**src/rtl/alu_sequencer.sv**
```systemverilog
// ALU instruction sequencer: holds a small program in registers and, on
// start, streams entries 0..len to an external ALU one per cycle, optionally
// preceded by a clear (LDI 00). After a one-cycle drain it captures the ALU
// accumulator into result and pulses done. Abort ends a run early.
module alu_sequencer #(
  parameter int ADDR_W = 4
) (
  input  logic              clock,
  input  logic              reset,
  input  logic              prog_we,
  input  logic [ADDR_W-1:0] prog_addr,
  input  logic [11:0]       prog_data,
  input  logic [ADDR_W-1:0] len,
  input  logic              start,
  input  logic              start_clr,
  input  logic              abort,
  output logic [11:0]       alu_inst,
  output logic              alu_inst_en,
  input  logic [7:0]        alu_result,
  output logic [7:0]        result,
  output logic              busy,
  output logic              done,
  output logic              aborted
);

  localparam int              DEPTH    = 1 << ADDR_W;
  localparam logic [11:0]     CLR_INST = 12'h100;
  localparam logic [ADDR_W-1:0] PC_ONE = ADDR_W'(1);

  typedef enum logic [1:0] {
    IDLE  = 2'd0,
    CLEAR = 2'd1,
    RUN   = 2'd2,
    DRAIN = 2'd3
  } state_t;

  state_t            state_q;
  logic [ADDR_W-1:0] pc_q;
  logic [7:0]        result_q;
  logic              done_q;
  logic              aborted_q;
  logic [11:0]       mem_q [DEPTH];

  // Program store: writable only while idle, never cleared by reset.
  always_ff @(posedge clock) begin
    if (prog_we && (state_q == IDLE)) begin
      mem_q[prog_addr] <= prog_data;
    end
  end

  // Sequencer FSM with registered result/done/aborted.
  always_ff @(posedge clock or negedge reset) begin
    if (!reset) begin
      state_q   <= IDLE;
      pc_q      <= '0;
      result_q  <= 8'h00;
      done_q    <= 1'b0;
      aborted_q <= 1'b0;
    end else begin
      done_q    <= 1'b0;
      aborted_q <= 1'b0;
      case (state_q)
        IDLE: begin
          if (start) begin
            pc_q    <= '0;
            state_q <= start_clr ? CLEAR : RUN;
          end
        end
        CLEAR: begin
          if (abort) begin
            state_q   <= IDLE;
            aborted_q <= 1'b1;
          end else begin
            state_q <= RUN;
          end
        end
        RUN: begin
          if (abort) begin
            state_q   <= IDLE;
            aborted_q <= 1'b1;
          end else if (pc_q >= len) begin
            // >= rather than == so pc can never run past len, even if len moves.
            state_q <= DRAIN;
          end else begin
            pc_q <= pc_q + PC_ONE;
          end
        end
        DRAIN: begin
          if (abort) begin
            state_q   <= IDLE;
            aborted_q <= 1'b1;
          end else begin
            result_q <= alu_result;
            done_q   <= 1'b1;
            state_q  <= IDLE;
          end
        end
        default: state_q <= IDLE;
      endcase
    end
  end

  // Instruction issue; abort kills the enable in the same cycle.
  always_comb begin
    alu_inst_en = 1'b0;
    alu_inst    = 12'h000;
    if (!abort) begin
      case (state_q)
        CLEAR: begin
          alu_inst_en = 1'b1;
          alu_inst    = CLR_INST;
        end
        RUN: begin
          alu_inst_en = 1'b1;
          alu_inst    = mem_q[pc_q];
        end
        default: begin
          alu_inst_en = 1'b0;
          alu_inst    = 12'h000;
        end
      endcase
    end
  end

  assign busy    = (state_q != IDLE);
  assign result  = result_q;
  assign done    = done_q;
  assign aborted = aborted_q;

endmodule

```
**config.mk**
```make
export PLATFORM = sky130hd
export DESIGN_NAME = alu_sequencer
export DESIGN_NICKNAME = d
export VERILOG_FILES = /design/src/rtl/alu_sequencer.sv
export SDC_FILE = /design/constraint.sdc
export NUM_CORES = 1
export LEC_CHECK = 0
export BUFFER_PORTS_ARGS = -buffer_cell sky130_fd_sc_hd__buf_2
export CAP_MARGIN = 30
export CORE_MARGIN = 3
export CORE_UTILIZATION = 60
export DETAILED_ROUTE_END_ITERATION = 10
export PLACE_DENSITY = 0.78
export SLEW_MARGIN = 10
export SYNTH_ARGS = -nofsm -noshare
export SYNTH_HDL_FRONTEND = slang
export SYNTH_SLANG_ARGS = --single-unit
```
**constraint.sdc**
```tcl
create_clock -name clock -period 6.1 [get_ports clock]
set_input_delay 0.305 -clock clock [delete_from_list [all_inputs] [get_ports clock]]
set_output_delay 0.305 -clock clock [all_outputs]
set_load 0.01 [all_outputs]
```
==> run_summary.xml, run 1 <==
<?xml version="1.0" encoding="UTF-8"?>
<metrics>
  <group name="floorplanning">
    <metric name="placement_rows" unit="">42</metric>
    <metric name="die_area" unit="um2">15600</metric>
    <metric name="core-area" unit="um2">13600</metric>
    <metric name="initial_core_util" unit="">0.628</metric>
    <metric name="die_x" unit="um">125</metric>
    <metric name="die_y" unit="um">125</metric>
    <metric name="boundaryPins" unit="">58</metric>
  </group>
  <group name="final_layout">
    <metric name="final_layout_size_suffix_gt1_frac" unit="">0.308</metric>
    <metric name="area_growth_syn_to_layout" unit="%">13.4</metric>
    <metric name="finalNetCount" unit="">547</metric>
    <metric name="fillCellCount" unit="">807</metric>
    <metric name="post-route-util" unit="">0.712</metric>
  </group>
  <group name="clock_network">
    <metric name="cts_repair_resize_count" unit="">0</metric>
    <metric name="tritoncts.num_buffers" unit="">21</metric>
    <metric name="clock_transition_at_the_registers_of_the_reported_paths" unit="ns">0.06</metric>
    <metric name="tritoncts" unit="">yes</metric>
    <metric name="postCtsSetupBuffers" unit="">0</metric>
    <metric name="h-tree-depth" unit="">1</metric>
    <metric name="worstSkewPairLatency" unit="ns">0.49</metric>
    <metric name="post_cts_hold_fix_bufs" unit="">1</metric>
    <metric name="root_buffer" unit="">sky130_fd_sc_hd__clkbuf_16</metric>
    <metric name="cts.sinks" unit="">208</metric>
    <metric name="cts.path.max_buffers" unit="">3</metric>
  </group>
  <group name="timing">
    <metric name="timing.fmax" unit="MHz">286</metric>
    <metric name="finClkSkew" unit="ns">0.0176</metric>
    <metric name="grt_setup_unrepaired" unit="">false</metric>
    <metric name="timing.final.max_slew_violations" unit="">0</metric>
    <metric name="fin_tns_setup" unit="ns">0</metric>
    <metric name="relSlewSlack" unit="">0.389</metric>
    <metric name="worst_slack" unit="ns">2.60</metric>
    <metric name="post-route-min-period" unit="ns">3.50</metric>
    <metric name="final_hold_viol_count" unit="">0</metric>
    <metric name="timing.final.setup_violations" unit="">0</metric>
    <metric name="min_period_over_period" unit="">0.574</metric>
    <metric name="worst_pin_slew" unit="ns">0.915</metric>
  </group>
  <group name="worst_setup_path">
    <metric name="path_delay_family" unit="">multiplexers</metric>
    <metric name="worst_setup_ep_type" unit="">output pin</metric>
    <metric name="worst_path_largest_cell_delay" unit="ns">0.78</metric>
    <metric name="critical_path.max_fanout" unit="">32</metric>
    <metric name="cp_data_arrival_time" unit="ns">3.20</metric>
    <metric name="timing.critical_path.buf_inv" unit="">2</metric>
    <metric name="path_class" unit="">reg2out</metric>
    <metric name="worst-endpoint-required" unit="ns">5.79</metric>
    <metric name="timing.critical_path.from_type" unit="">flop</metric>
    <metric name="critical-path-slowest-cell" unit="">sky130_fd_sc_hd__dfrtp_2</metric>
    <metric name="path_cells" unit="">buf_4 -&gt; mux4_1 -&gt; mux2_2 -&gt; a21oi_1 -&gt; o21ai_0 -&gt; buf_2</metric>
  </group>
  <group name="synthesis">
    <metric name="yosys_register_bits" unit="">208</metric>
    <metric name="mappedNetlistNets" unit="">468</metric>
    <metric name="synth_top_flop_cell" unit="">sky130_fd_sc_hd__edfxtp_1</metric>
    <metric name="yosysSeqAreaShare" unit="">0.725</metric>
    <metric name="average_size_of_a_mapped_cell" unit="um2">20.0</metric>
    <metric name="synth.top_cells.by_area" unit="">sky130_fd_sc_hd__edfxtp_1, sky130_fd_sc_hd__mux4_2, sky130_fd_sc_hd__mux4_1</metric>
    <metric name="synthesis.instances" unit="">425</metric>
    <metric name="synth-async-reset-ratio" unit="">0.0769</metric>
    <metric name="synth_edf_count" unit="">192</metric>
    <metric name="ys_top_cells_by_count" unit="">sky130_fd_sc_hd__edfxtp_1, sky130_fd_sc_hd__mux4_2, sky130_fd_sc_hd__mux2i_1</metric>
    <metric name="netlist-cell-type-count" unit="">35</metric>
    <metric name="synth.yosys.warnings" unit="">0</metric>
    <metric name="synth_area" unit="um2">8510</metric>
    <metric name="yosysTopAreaCell" unit="">sky130_fd_sc_hd__edfxtp_1</metric>
    <metric name="synth_top_area_frac" unit="">0.678</metric>
    <metric name="yosysMostFrequentCell" unit="">sky130_fd_sc_hd__edfxtp_1</metric>
  </group>
  <group name="routing">
    <metric name="wirelength" unit="mm">16.8</metric>
    <metric name="final_antenna_net_count" unit="">0</metric>
    <metric name="vias" unit="">4324</metric>
    <metric name="routedWlPerCell" unit="um">24.2</metric>
    <metric name="drc_errors" unit="">0</metric>
    <metric name="wirelength_met1" unit="mm">6.43</metric>
    <metric name="drtIter0Drc" unit="">372</metric>
    <metric name="route.top_layer_used" unit="">met4</metric>
    <metric name="met2RoutedLength" unit="mm">8.44</metric>
    <metric name="firstDrtPassIters" unit="">5</metric>
    <metric name="vias_per_cell" unit="">6.24</metric>
    <metric name="met3WireLength" unit="mm">1.45</metric>
  </group>
  <group name="run">
    <metric name="max-cap-violations" unit="">0</metric>
  </group>
  <group name="placed_design">
    <metric name="routabilityCongestion" unit="">0.777</metric>
    <metric name="portBuffers" unit="">57</metric>
    <metric name="place_ws" unit="ns">3.07</metric>
    <metric name="dp_hpwl" unit="mm">9.97</metric>
  </group>
  <group name="grt">
    <metric name="grt_pass1_vias" unit="">4449</metric>
    <metric name="grt_antenna_before_repair" unit="">1</metric>
    <metric name="track_usage" unit="">0.219</metric>
    <metric name="grt_first_pass_wirelength" unit="mm">26.1</metric>
    <metric name="maximum_number_of_pins_on_one_net_before_global_route_repair" unit="">59</metric>
    <metric name="grt_overflow" unit="">0</metric>
  </group>
  <group name="pwr">
    <metric name="leakage" unit="nW">3.26</metric>
    <metric name="finalPower" unit="mW">3.69</metric>
    <metric name="p_per_area" unit="nW/um2">382</metric>
    <metric name="vdd_drop_max" unit="mV">0.194</metric>
  </group>
  <group name="run_status">
    <metric name="outcome" unit="">finished clean</metric>
  </group>
  <group name="worst_hold_path">
    <metric name="timing.hold.worst.class" unit="">in2reg</metric>
  </group>
</metrics>
per-stage QoR:
stage / instance area (um2) / hold WS (ns) / cells
finish: 9650 / 0.0640 / 693
CTS: 9620 / 0.0466 / 690
global route: 9650 / 0.0505 / 693
detailed placement: 9000 / 0.226 / 654
global placement: 9000 / 0.228 / 654
floorplan: 8510 / 0.00941 / 425
where the power goes:
group / switching (mW) / total (mW) / internal, mW
Sequential: 0.0568 / 1.68 / 1.63
Combinational: 0.423 / 0.843 / 0.420
Clock: 0.485 / 1.16 / 0.674
Total: 0.965 / 3.69 / 2.72
registers in the layout, summed over array words and instances (netlist names):
register  count
aborted       1
done          1
state_q       2
mem_q       192
result        8
pc_q          4
kinds of logic after synthesis:
| family | share of synthesized area |
|---|---|
| compound gates | 0.0269 |
| fa+ha+maj | 0.0132 |
| buf+inv | 0.0247 |
| flops | 0.725 |
| mux | 0.175 |
| simple gates | 0.0354 |
cell type report:
cell class	instances	area, um2	share of cell area
Antenna cell	1	2.50	0.000259
Timing Repair Buffer	77	445	0.0462
Sequential cell	208	6170	0.639
Inverter	10	37.5	0.00389
Clock inverter	8	67.6	0.00700
Tap cell	176	220	0.0228
Multi-Input combinational cell	186	2160	0.224
Clock buffer	27	548	0.0568
worst paths after layout:
check	start	end	slack, ns	depth (start not counted)
setup / recovery	pc_q[0]$_DFFE_PN0P_	alu_inst[8]	2.60	6
min in group asynchronous	reset	pc_q[2]$_DFFE_PN0P_	0.26	2
max in group asynchronous	reset	pc_q[1]$_DFFE_PN0P_	5.55	2
setup reg to reg	state_q[1]$_DFFE_PN0P_	mem_q[12][8]$_DFFE_PP_	3.31	6
hold / removal	alu_result[0]	result[0]$_DFFE_PN0P_	0.06	2
hold reg to reg	result[4]$_DFFE_PN0P_	result[4]$_DFFE_PN0P_	0.50	1
cells in the final DEF (no fill, tap or decap), types with 3 or more instances in the layout:
cell	Yosys	layout
sky130_fd_sc_hd__edfxtp_1	192	192
sky130_fd_sc_hd__buf_2	5	57
sky130_fd_sc_hd__mux4_2	30	30
sky130_fd_sc_hd__mux2i_1	23	23
sky130_fd_sc_hd__clkbuf_16	0	21
sky130_fd_sc_hd__buf_4	4	18
sky130_fd_sc_hd__mux4_1	16	16
sky130_fd_sc_hd__nor2_1	18	16
sky130_fd_sc_hd__dfrtp_1	16	14
sky130_fd_sc_hd__a21oi_1	12	12
sky130_fd_sc_hd__inv_1	10	10
sky130_fd_sc_hd__nand2_1	10	10
sky130_fd_sc_hd__o22ai_1	10	10
sky130_fd_sc_hd__mux2_2	10	10
sky130_fd_sc_hd__ha_1	9	9
sky130_fd_sc_hd__nand3_1	7	7
sky130_fd_sc_hd__clkbuf_1	4	6
sky130_fd_sc_hd__nor2b_1	5	5
sky130_fd_sc_hd__or2_2	5	5
sky130_fd_sc_hd__o21ai_0	5	5
sky130_fd_sc_hd__nand2b_1	4	4
sky130_fd_sc_hd__nor3_2	0	4
sky130_fd_sc_hd__nor3_1	8	4
sky130_fd_sc_hd__or3_1	3	3
sky130_fd_sc_hd__clkinv_1	0	3
layer usage:
| layer | global-route usage | up-vias |
|---|---|---|
| met2 | 0.357 | 212 |
| met1 | 0.299 | 2172 |
| li1 | - | 1899 |
| met3 | 0.0478 | 41 |
| met4 | 0.0746 | 0 |
| met5 | 0 | - |
No activity file was read; power rests on OpenSTA's default activity.
==> run 2, diff against run 1 <==
--- a/config.mk
+++ b/config.mk
@@ -8,9 +8,9 @@
 export BUFFER_PORTS_ARGS = -buffer_cell sky130_fd_sc_hd__buf_2
 export CAP_MARGIN = 30
 export CORE_MARGIN = 3
-export CORE_UTILIZATION = 60
+export CORE_UTILIZATION = 54
 export DETAILED_ROUTE_END_ITERATION = 10
-export PLACE_DENSITY = 0.78
+export PLACE_DENSITY = 0.74
 export SLEW_MARGIN = 10
 export SYNTH_ARGS = -nofsm -noshare
 export SYNTH_HDL_FRONTEND = slang
==> constraint.sdc (replaced) <==
create_clock -name clock -period 2.9 [get_ports clock]
set_input_delay 0.145 -clock clock [delete_from_list [all_inputs] [get_ports clock]]
set_output_delay 0.145 -clock clock [all_outputs]
set_load 0.01 [all_outputs]
==> run 2 against run 1 <==
Worst setup slack worse by 2.4 ns. Die area grew 11%. First-iteration DRC count decreased by 1.1%. Global-route usage down 1.3 points. Sequential power grew 110%. Final cell count up 8.2%. Combinational power rose by 120%. Routed wire length grew 4.4%. Clock power up 120%. Critical endpoint is now alu_inst[0]. Highest routed layer is now met5.
==> run_summary.xml, run 2 (synthesis gave the netlist of run 1 again) <==
<?xml version="1.0" encoding="UTF-8"?>
<metrics>
  <group name="grt">
    <metric name="grt_pass1_vias" unit="">4751</metric>
    <metric name="grt_overflow" unit="">0</metric>
    <metric name="track_usage" unit="">0.206</metric>
    <metric name="grt_antenna_before_repair" unit="">1</metric>
    <metric name="grt_first_pass_wirelength" unit="mm">27.2</metric>
    <metric name="maximum_number_of_pins_on_one_net_before_global_route_repair" unit="">38</metric>
  </group>
  <group name="worst_setup_path">
    <metric name="worst-endpoint-required" unit="ns">2.76</metric>
    <metric name="path_class" unit="">reg2out</metric>
    <metric name="timing.critical_path.from_type" unit="">flop</metric>
    <metric name="worst_setup_ep_type" unit="">output pin</metric>
    <metric name="regToRegSetupSlack" unit="ns">0.60</metric>
    <metric name="worst_r2r_startpoint" unit="">state_q[0]$_DFFE_PN0P_</metric>
    <metric name="critical_path.max_fanout" unit="">15</metric>
    <metric name="cp_data_arrival_time" unit="ns">2.58</metric>
    <metric name="reg2reg_to" unit="">mem_q[2][10]$_DFFE_PP_</metric>
    <metric name="ff2ff_path_depth" unit="">5</metric>
  </group>
  <group name="final_layout">
    <metric name="commonest_cells_after_routing_fill_and_taps_aside" unit="">sky130_fd_sc_hd__edfxtp_1, sky130_fd_sc_hd__buf_2, sky130_fd_sc_hd__mux4_2, sky130_fd_sc_hd__buf_4, sky130_fd_sc_hd__mux2i_1</metric>
    <metric name="fillCellCount" unit="">1059</metric>
    <metric name="final_layout_size_suffix_gt1_frac" unit="">0.319</metric>
    <metric name="area_growth_syn_to_layout" unit="%">16.5</metric>
    <metric name="post-route-util" unit="">0.647</metric>
    <metric name="layout.cells.most_common" unit="">sky130_fd_sc_hd__edfxtp_1</metric>
    <metric name="antenna-diode-count" unit="">0</metric>
    <metric name="registers.top_by_ff_count" unit="">mem_q</metric>
    <metric name="largest_register_ffs" unit="">192</metric>
    <metric name="finalNetCount" unit="">569</metric>
    <metric name="final_cell_area" unit="um2">9910</metric>
  </group>
  <group name="placed_design">
    <metric name="dp_hpwl" unit="mm">11.1</metric>
    <metric name="dpl_cell_area" unit="um2">9150</metric>
    <metric name="place_ws" unit="ns">0.507</metric>
    <metric name="routabilityCongestion" unit="">0.821</metric>
    <metric name="portBuffers" unit="">57</metric>
  </group>
  <group name="run">
    <metric name="max-cap-violations" unit="">0</metric>
  </group>
  <group name="timing">
    <metric name="timing.final.setup_violations" unit="">0</metric>
    <metric name="fin_tns_setup" unit="ns">0</metric>
    <metric name="final_hold_viol_count" unit="">0</metric>
    <metric name="worst_pin_slew" unit="ns">0.679</metric>
    <metric name="worst_slack" unit="ns">0.176</metric>
    <metric name="timing.fmax" unit="MHz">367</metric>
    <metric name="post-route-min-period" unit="ns">2.72</metric>
    <metric name="min_period_over_period" unit="">0.939</metric>
    <metric name="timing.final.max_slew_violations" unit="">0</metric>
    <metric name="relSlewSlack" unit="">0.546</metric>
    <metric name="grt_setup_unrepaired" unit="">false</metric>
    <metric name="hold_ws" unit="ns">0.00921</metric>
    <metric name="finClkSkew" unit="ns">0.0127</metric>
  </group>
  <group name="floorplanning">
    <metric name="die_area" unit="um2">17300</metric>
    <metric name="initial_core_util" unit="">0.556</metric>
    <metric name="placement_rows" unit="">45</metric>
    <metric name="die_y" unit="um">132</metric>
    <metric name="die_x" unit="um">132</metric>
    <metric name="core-area" unit="um2">15300</metric>
    <metric name="boundaryPins" unit="">58</metric>
  </group>
  <group name="worst_hold_path">
    <metric name="worstHoldStart" unit="">prog_data[11]</metric>
    <metric name="depth_of_the_worst_hold_timing_path" unit="">1</metric>
    <metric name="hold-path-endpoint" unit="">mem_q[5][11]$_DFFE_PP_</metric>
    <metric name="timing.hold.worst.class" unit="">in2reg</metric>
  </group>
  <group name="run_status">
    <metric name="outcome" unit="">finished clean</metric>
  </group>
  <group name="clock_network">
    <metric name="cts.path.max_buffers" unit="">3</metric>
    <metric name="tritoncts.num_buffers" unit="">22</metric>
    <metric name="cts.sinks" unit="">208</metric>
    <metric name="clock_transition_at_the_registers_of_the_reported_paths" unit="ns">0.06</metric>
    <metric name="root_buffer" unit="">sky130_fd_sc_hd__clkbuf_16</metric>
    <metric name="worstSkewPairLatency" unit="ns">0.50</metric>
    <metric name="h-tree-depth" unit="">1</metric>
    <metric name="tritoncts" unit="">yes</metric>
  </group>
  <group name="routing">
    <metric name="final_antenna_net_count" unit="">0</metric>
    <metric name="routedWlPerCell" unit="um">23.4</metric>
    <metric name="drc_errors" unit="">0</metric>
    <metric name="wirelength" unit="mm">17.5</metric>
    <metric name="vias" unit="">4396</metric>
    <metric name="drtIter0Drc" unit="">368</metric>
    <metric name="vias_per_cell" unit="">5.86</metric>
    <metric name="firstDrtPassIters" unit="">4</metric>
  </group>
  <group name="pwr">
    <metric name="p_per_area" unit="nW/um2">802</metric>
    <metric name="leakage" unit="nW">3.38</metric>
    <metric name="vdd_drop_max" unit="mV">0.511</metric>
  </group>
</metrics>
-- run 2: changes by cell type in the layout (fill, tap and decap cells not counted), sizes merged --
cell | before | now
inv | 11 | 10
diode | 1 | 0
clkinvlp | 1 | 0
clkinv | 5 | 9
buf | 76 | 88
dlygate4sd3 | 1 | 10
-- run 2: worst max path at each step --
stage                                start                     to  slack (ns)  cells past startpoint
CTS                 state_q[0]$_DFFE_PN0P_            alu_inst[0]        0.09                      7
global placement    state_q[0]$_DFFE_PN0P_            alu_inst[4]        0.59                      5
detailed placement  state_q[0]$_DFFE_PN0P_            alu_inst[4]        0.51                      6
finish              state_q[0]$_DFFE_PN0P_            alu_inst[0]        0.18                      6
global route        state_q[0]$_DFFE_PN0P_            alu_inst[4]       0.003                      5
floorplan           state_q[0]$_DFFE_PN0P_  mem_q[0][0]$_DFFE_PP_        0.33                      6
-- run 2: cell type report --
class	count	area (um2)	share of cell area
clock inverters	10	80.1	0.00808
well taps	211	264	0.0266
clock buffers	27	569	0.0574
flip-flops and latches	208	6170	0.622
inverters	10	37.5	0.00379
repair buffers	98	631	0.0636
multi-input cells	186	2160	0.218
-- run 2: where the power goes --
group          internal (mW)  switching, mW  leakage [nW]  total (mW)
registers               3.42          0.136          1.93        3.56
logic                  0.937          0.915          1.13        1.85
clock network           1.48           1.06         0.318        2.54
total                   5.84           2.11          3.38        7.95
-- run 2: worst max-delay path, cell delays in order (launching register included) --
cell                      delay [ns]
sky130_fd_sc_hd__dfrtp_1        0.41
sky130_fd_sc_hd__inv_1          0.11
sky130_fd_sc_hd__ha_1           0.46
sky130_fd_sc_hd__nand2_1        0.11
sky130_fd_sc_hd__or2_2          0.45
sky130_fd_sc_hd__o32ai_1        0.35
sky130_fd_sc_hd__buf_2          0.19
-- run 2: metal layers --
metal  vias up  global-route usage  routed length (um)
met5         -                   0                  11
met4         2              0.0607                 403
met3        32              0.0417                1130
met2       176               0.340                8740
met1      2236               0.282                7240
li1       1950                   -                   -
-- run 2: what timing repair did --
item,4_1_cts,5_1_grt
gates resized for setup,1,1
gates cloned,0,0
buffers inserted,0,0
setup endpoints to repair,2,2
endpoints found under the hold margin,25,0
hold buffers,10,0
-- run 2: metrics by stage --
step / std cells / total power [mW]
2_1_floorplan: 425 / 5.02
5_1_grt: 750 / 8.29
6_report: 750 / 7.95
4_1_cts: 750 / 8.02
3_3_place_gp: 703 / 5.42
3_5_place_dp: 703 / 5.47
==> run 3, diff against run 2 <==
--- a/config.mk
+++ b/config.mk
@@ -15,3 +15,4 @@
 export SYNTH_ARGS = -nofsm -noshare
 export SYNTH_HDL_FRONTEND = slang
 export SYNTH_SLANG_ARGS = --single-unit
+export TNS_END_PERCENT = 5
==> constraint.sdc (replaced) <==
create_clock -name clock -period 2.21 [get_ports clock]
set_input_delay 0.1105 -clock clock [delete_from_list [all_inputs] [get_ports clock]]
set_output_delay 0.1105 -clock clock [all_outputs]
set_load 0.01 [all_outputs]
==> run 3 against run 2 <==
The run now ends with setup timing left. Hold slack better by 0.0093 ns. Count of clock-buffer cells in the layout fell by 3. Clock power increased by 44%. Sequential cell count unchanged. Via count is 5.7% higher. Sequential share of layout area fell by 3.8 points. Core utilization is 4.2 points higher. Total power increased by 45%. Critical path type unchanged. Largest cell class unchanged. Largest power group unchanged.
==> run_summary.xml, run 3 (synthesis gave the netlist of run 1 again) <==
<?xml version="1.0" encoding="UTF-8"?>
<metrics>
  <group name="routing">
    <metric name="drc_errors" unit="">0</metric>
    <metric name="wirelength" unit="mm">19.3</metric>
    <metric name="drtIter0Drc" unit="">458</metric>
    <metric name="firstDrtPassIters" unit="">5</metric>
    <metric name="routedWlPerCell" unit="um">24.2</metric>
    <metric name="final_antenna_net_count" unit="">0</metric>
    <metric name="vias_per_cell" unit="">5.84</metric>
    <metric name="vias" unit="">4645</metric>
  </group>
  <group name="clock_network">
    <metric name="clock_transition_at_the_registers_of_the_reported_paths" unit="ns">0.06</metric>
    <metric name="cts.path.max_buffers" unit="">3</metric>
    <metric name="tritoncts.num_buffers" unit="">21</metric>
    <metric name="root_buffer" unit="">sky130_fd_sc_hd__clkbuf_16</metric>
    <metric name="worstSkewPairLatency" unit="ns">0.50</metric>
    <metric name="h-tree-depth" unit="">1</metric>
    <metric name="cts.sinks" unit="">208</metric>
    <metric name="tritoncts" unit="">yes</metric>
  </group>
  <group name="grt">
    <metric name="track_usage" unit="">0.230</metric>
    <metric name="grt_overflow" unit="">0</metric>
    <metric name="grt_pass1_vias" unit="">4995</metric>
    <metric name="grt_antenna_before_repair" unit="">0</metric>
    <metric name="grt_first_pass_wirelength" unit="mm">30.0</metric>
    <metric name="maximum_number_of_pins_on_one_net_before_global_route_repair" unit="">26</metric>
  </group>
  <group name="timing">
    <metric name="min_period_over_period" unit="">1.08</metric>
    <metric name="post-route-min-period" unit="ns">2.39</metric>
    <metric name="finClkSkew" unit="ns">0.0190</metric>
    <metric name="relSlewSlack" unit="">0.744</metric>
    <metric name="worst_slack" unit="ns">-0.183</metric>
    <metric name="timing.final.setup_violations" unit="">12</metric>
    <metric name="timing.fmax" unit="MHz">418</metric>
    <metric name="final_hold_viol_count" unit="">0</metric>
    <metric name="grt_setup_unrepaired" unit="">true</metric>
    <metric name="fin_tns_setup" unit="ns">-1.73</metric>
    <metric name="timing.final.max_slew_violations" unit="">0</metric>
    <metric name="worst_pin_slew" unit="ns">0.383</metric>
    <metric name="hold_ws" unit="ns">0.0185</metric>
  </group>
  <group name="floorplanning">
    <metric name="core-area" unit="um2">15300</metric>
    <metric name="boundaryPins" unit="">58</metric>
    <metric name="die_x" unit="um">132</metric>
    <metric name="die_y" unit="um">132</metric>
    <metric name="die_area" unit="um2">17300</metric>
    <metric name="initial_core_util" unit="">0.556</metric>
    <metric name="placement_rows" unit="">45</metric>
  </group>
  <group name="final_layout">
    <metric name="registers.top_by_ff_count" unit="">mem_q</metric>
    <metric name="layout.cells.most_common" unit="">sky130_fd_sc_hd__edfxtp_1</metric>
    <metric name="largest_register_ffs" unit="">192</metric>
    <metric name="commonest_cells_after_routing_fill_and_taps_aside" unit="">sky130_fd_sc_hd__edfxtp_1, sky130_fd_sc_hd__buf_2, sky130_fd_sc_hd__buf_4</metric>
    <metric name="antenna-diode-count" unit="">0</metric>
    <metric name="layout.cells.non_filler" unit="">795</metric>
    <metric name="final_layout_size_suffix_gt1_frac" unit="">0.404</metric>
    <metric name="area_growth_syn_to_layout" unit="%">24.0</metric>
    <metric name="finalNetCount" unit="">612</metric>
  </group>
  <group name="placed_design">
    <metric name="place_ws" unit="ns">0.110</metric>
    <metric name="placedCellCount" unit="">718</metric>
    <metric name="dp_hpwl" unit="mm">11.2</metric>
    <metric name="portBuffers" unit="">57</metric>
    <metric name="routabilityCongestion" unit="">0.827</metric>
  </group>
  <group name="pwr">
    <metric name="seq_power_share" unit="">0.396</metric>
    <metric name="leakage" unit="nW">3.67</metric>
    <metric name="p_per_area" unit="nW/um2">1100</metric>
    <metric name="vdd_drop_max" unit="mV">1.01</metric>
    <metric name="power_report.internal_total" unit="mW">8.49</metric>
    <metric name="clkPwrFrac" unit="">0.315</metric>
    <metric name="power.switching" unit="mW">3.08</metric>
    <metric name="finalPower" unit="mW">11.6</metric>
    <metric name="comb_power_share" unit="">0.289</metric>
    <metric name="switching_power_share_of_the_total" unit="">0.266</metric>
  </group>
  <group name="worst_setup_path">
    <metric name="worst_setup_ep_type" unit="">output pin</metric>
    <metric name="path_class" unit="">reg2out</metric>
    <metric name="timing.critical_path.from_type" unit="">flop</metric>
    <metric name="worst-endpoint-required" unit="ns">2.10</metric>
    <metric name="critical_path.max_fanout" unit="">5</metric>
    <metric name="cp_data_arrival_time" unit="ns">2.28</metric>
  </group>
  <group name="run_status">
    <metric name="outcome" unit="">complete, but fails checks</metric>
    <metric name="failed_checks" unit="">setup timing</metric>
  </group>
  <group name="run">
    <metric name="max-cap-violations" unit="">0</metric>
  </group>
  <group name="worst_hold_path">
    <metric name="timing.hold.worst.class" unit="">in2reg</metric>
  </group>
</metrics>
-- run 3: layout make-up --
type	count	area, um2
clock buffers	24	537
clock inverters	14	174
fillers	989	4770
inverters	10	37.5
multi-input cells	186	2230
flip-flops and latches	208	6170
well taps	211	264
repair buffers	142	1130
-- run 3: stage by stage --
step / utilization / area, um2
2_1_floorplan: - / 8510
3_3_place_gp: 0.607 / 9290
3_5_place_dp: 0.607 / 9290
4_1_cts: 0.687 / 10500
5_1_grt: 0.689 / 10500
6_report: 0.689 / 10500
-- run 3: worst max-delay path, cell delays in order (launching register included) --
cell and delay, ns:
sky130_fd_sc_hd__dfrtp_2 0.40, sky130_fd_sc_hd__buf_6 0.13, sky130_fd_sc_hd__buf_12 0.12, sky130_fd_sc_hd__buf_16 0.12
sky130_fd_sc_hd__mux4_2 0.55, sky130_fd_sc_hd__mux2i_2 0.21, sky130_fd_sc_hd__o22ai_2 0.11, sky130_fd_sc_hd__buf_2 0.15
-- run 3: per-layer routing --
metal / up-vias / share of wire / track usage / routed length (um)
met5: - / 0 / 0 / 0
met4: 0 / 0.028 / 0.0642 / 543
met3: 38 / 0.075 / 0.0417 / 1450
met2: 223 / 0.49 / 0.384 / 9470
met1: 2360 / 0.41 / 0.316 / 7820
li1: 2024 / - / - / -
-- run 3: power by group through the flow --
| stage | clock, mW | sequential, mW | combinational [mW] |
|---|---|---|---|
| final | 3.65 | 4.57 | 3.34 |
| after CTS | 3.70 | 4.57 | 3.30 |
| after floorplan | 0 | 4.69 | 1.90 |
| after global routing | 3.86 | 4.59 | 3.57 |
| after detailed placement | 0 | 4.66 | 2.61 |
| after global placement | 0 | 4.64 | 2.55 |
-- run 3: worst paths after layout --
path / slack (ns) / end / depth (start not counted) / from
worst max-delay path: -0.18 / alu_inst[9] / 7 / pc_q[0]$_DFFE_PN0P_
worst min-delay path: 0.02 / mem_q[11][4]$_DFFE_PP_ / 1 / prog_data[4]
worst max register to register: 0.16 / state_q[0]$_DFFE_PN0P_ / 7 / pc_q[0]$_DFFE_PN0P_
worst min register to register: 0.50 / result[7]$_DFFE_PN0P_ / 1 / result[7]$_DFFE_PN0P_
max in group asynchronous: 1.85 / pc_q[0]$_DFFE_PN0P_ / 2 / reset
min in group asynchronous: 0.07 / aborted$_DFF_PN0_ / 2 / reset
-- run 3: timing repair --
| action | CTS | global route |
|---|---|---|
| setup endpoints to repair | 12 | 12 |
| resized for setup | 38 | 7 |
| setup buffers | 11 | 1 |
| hold buffers | 23 | 0 |
| pin swaps | 8 | 3 |
| hold endpoints to repair | 177 | 0 |
| gates cloned | 4 | 0 |
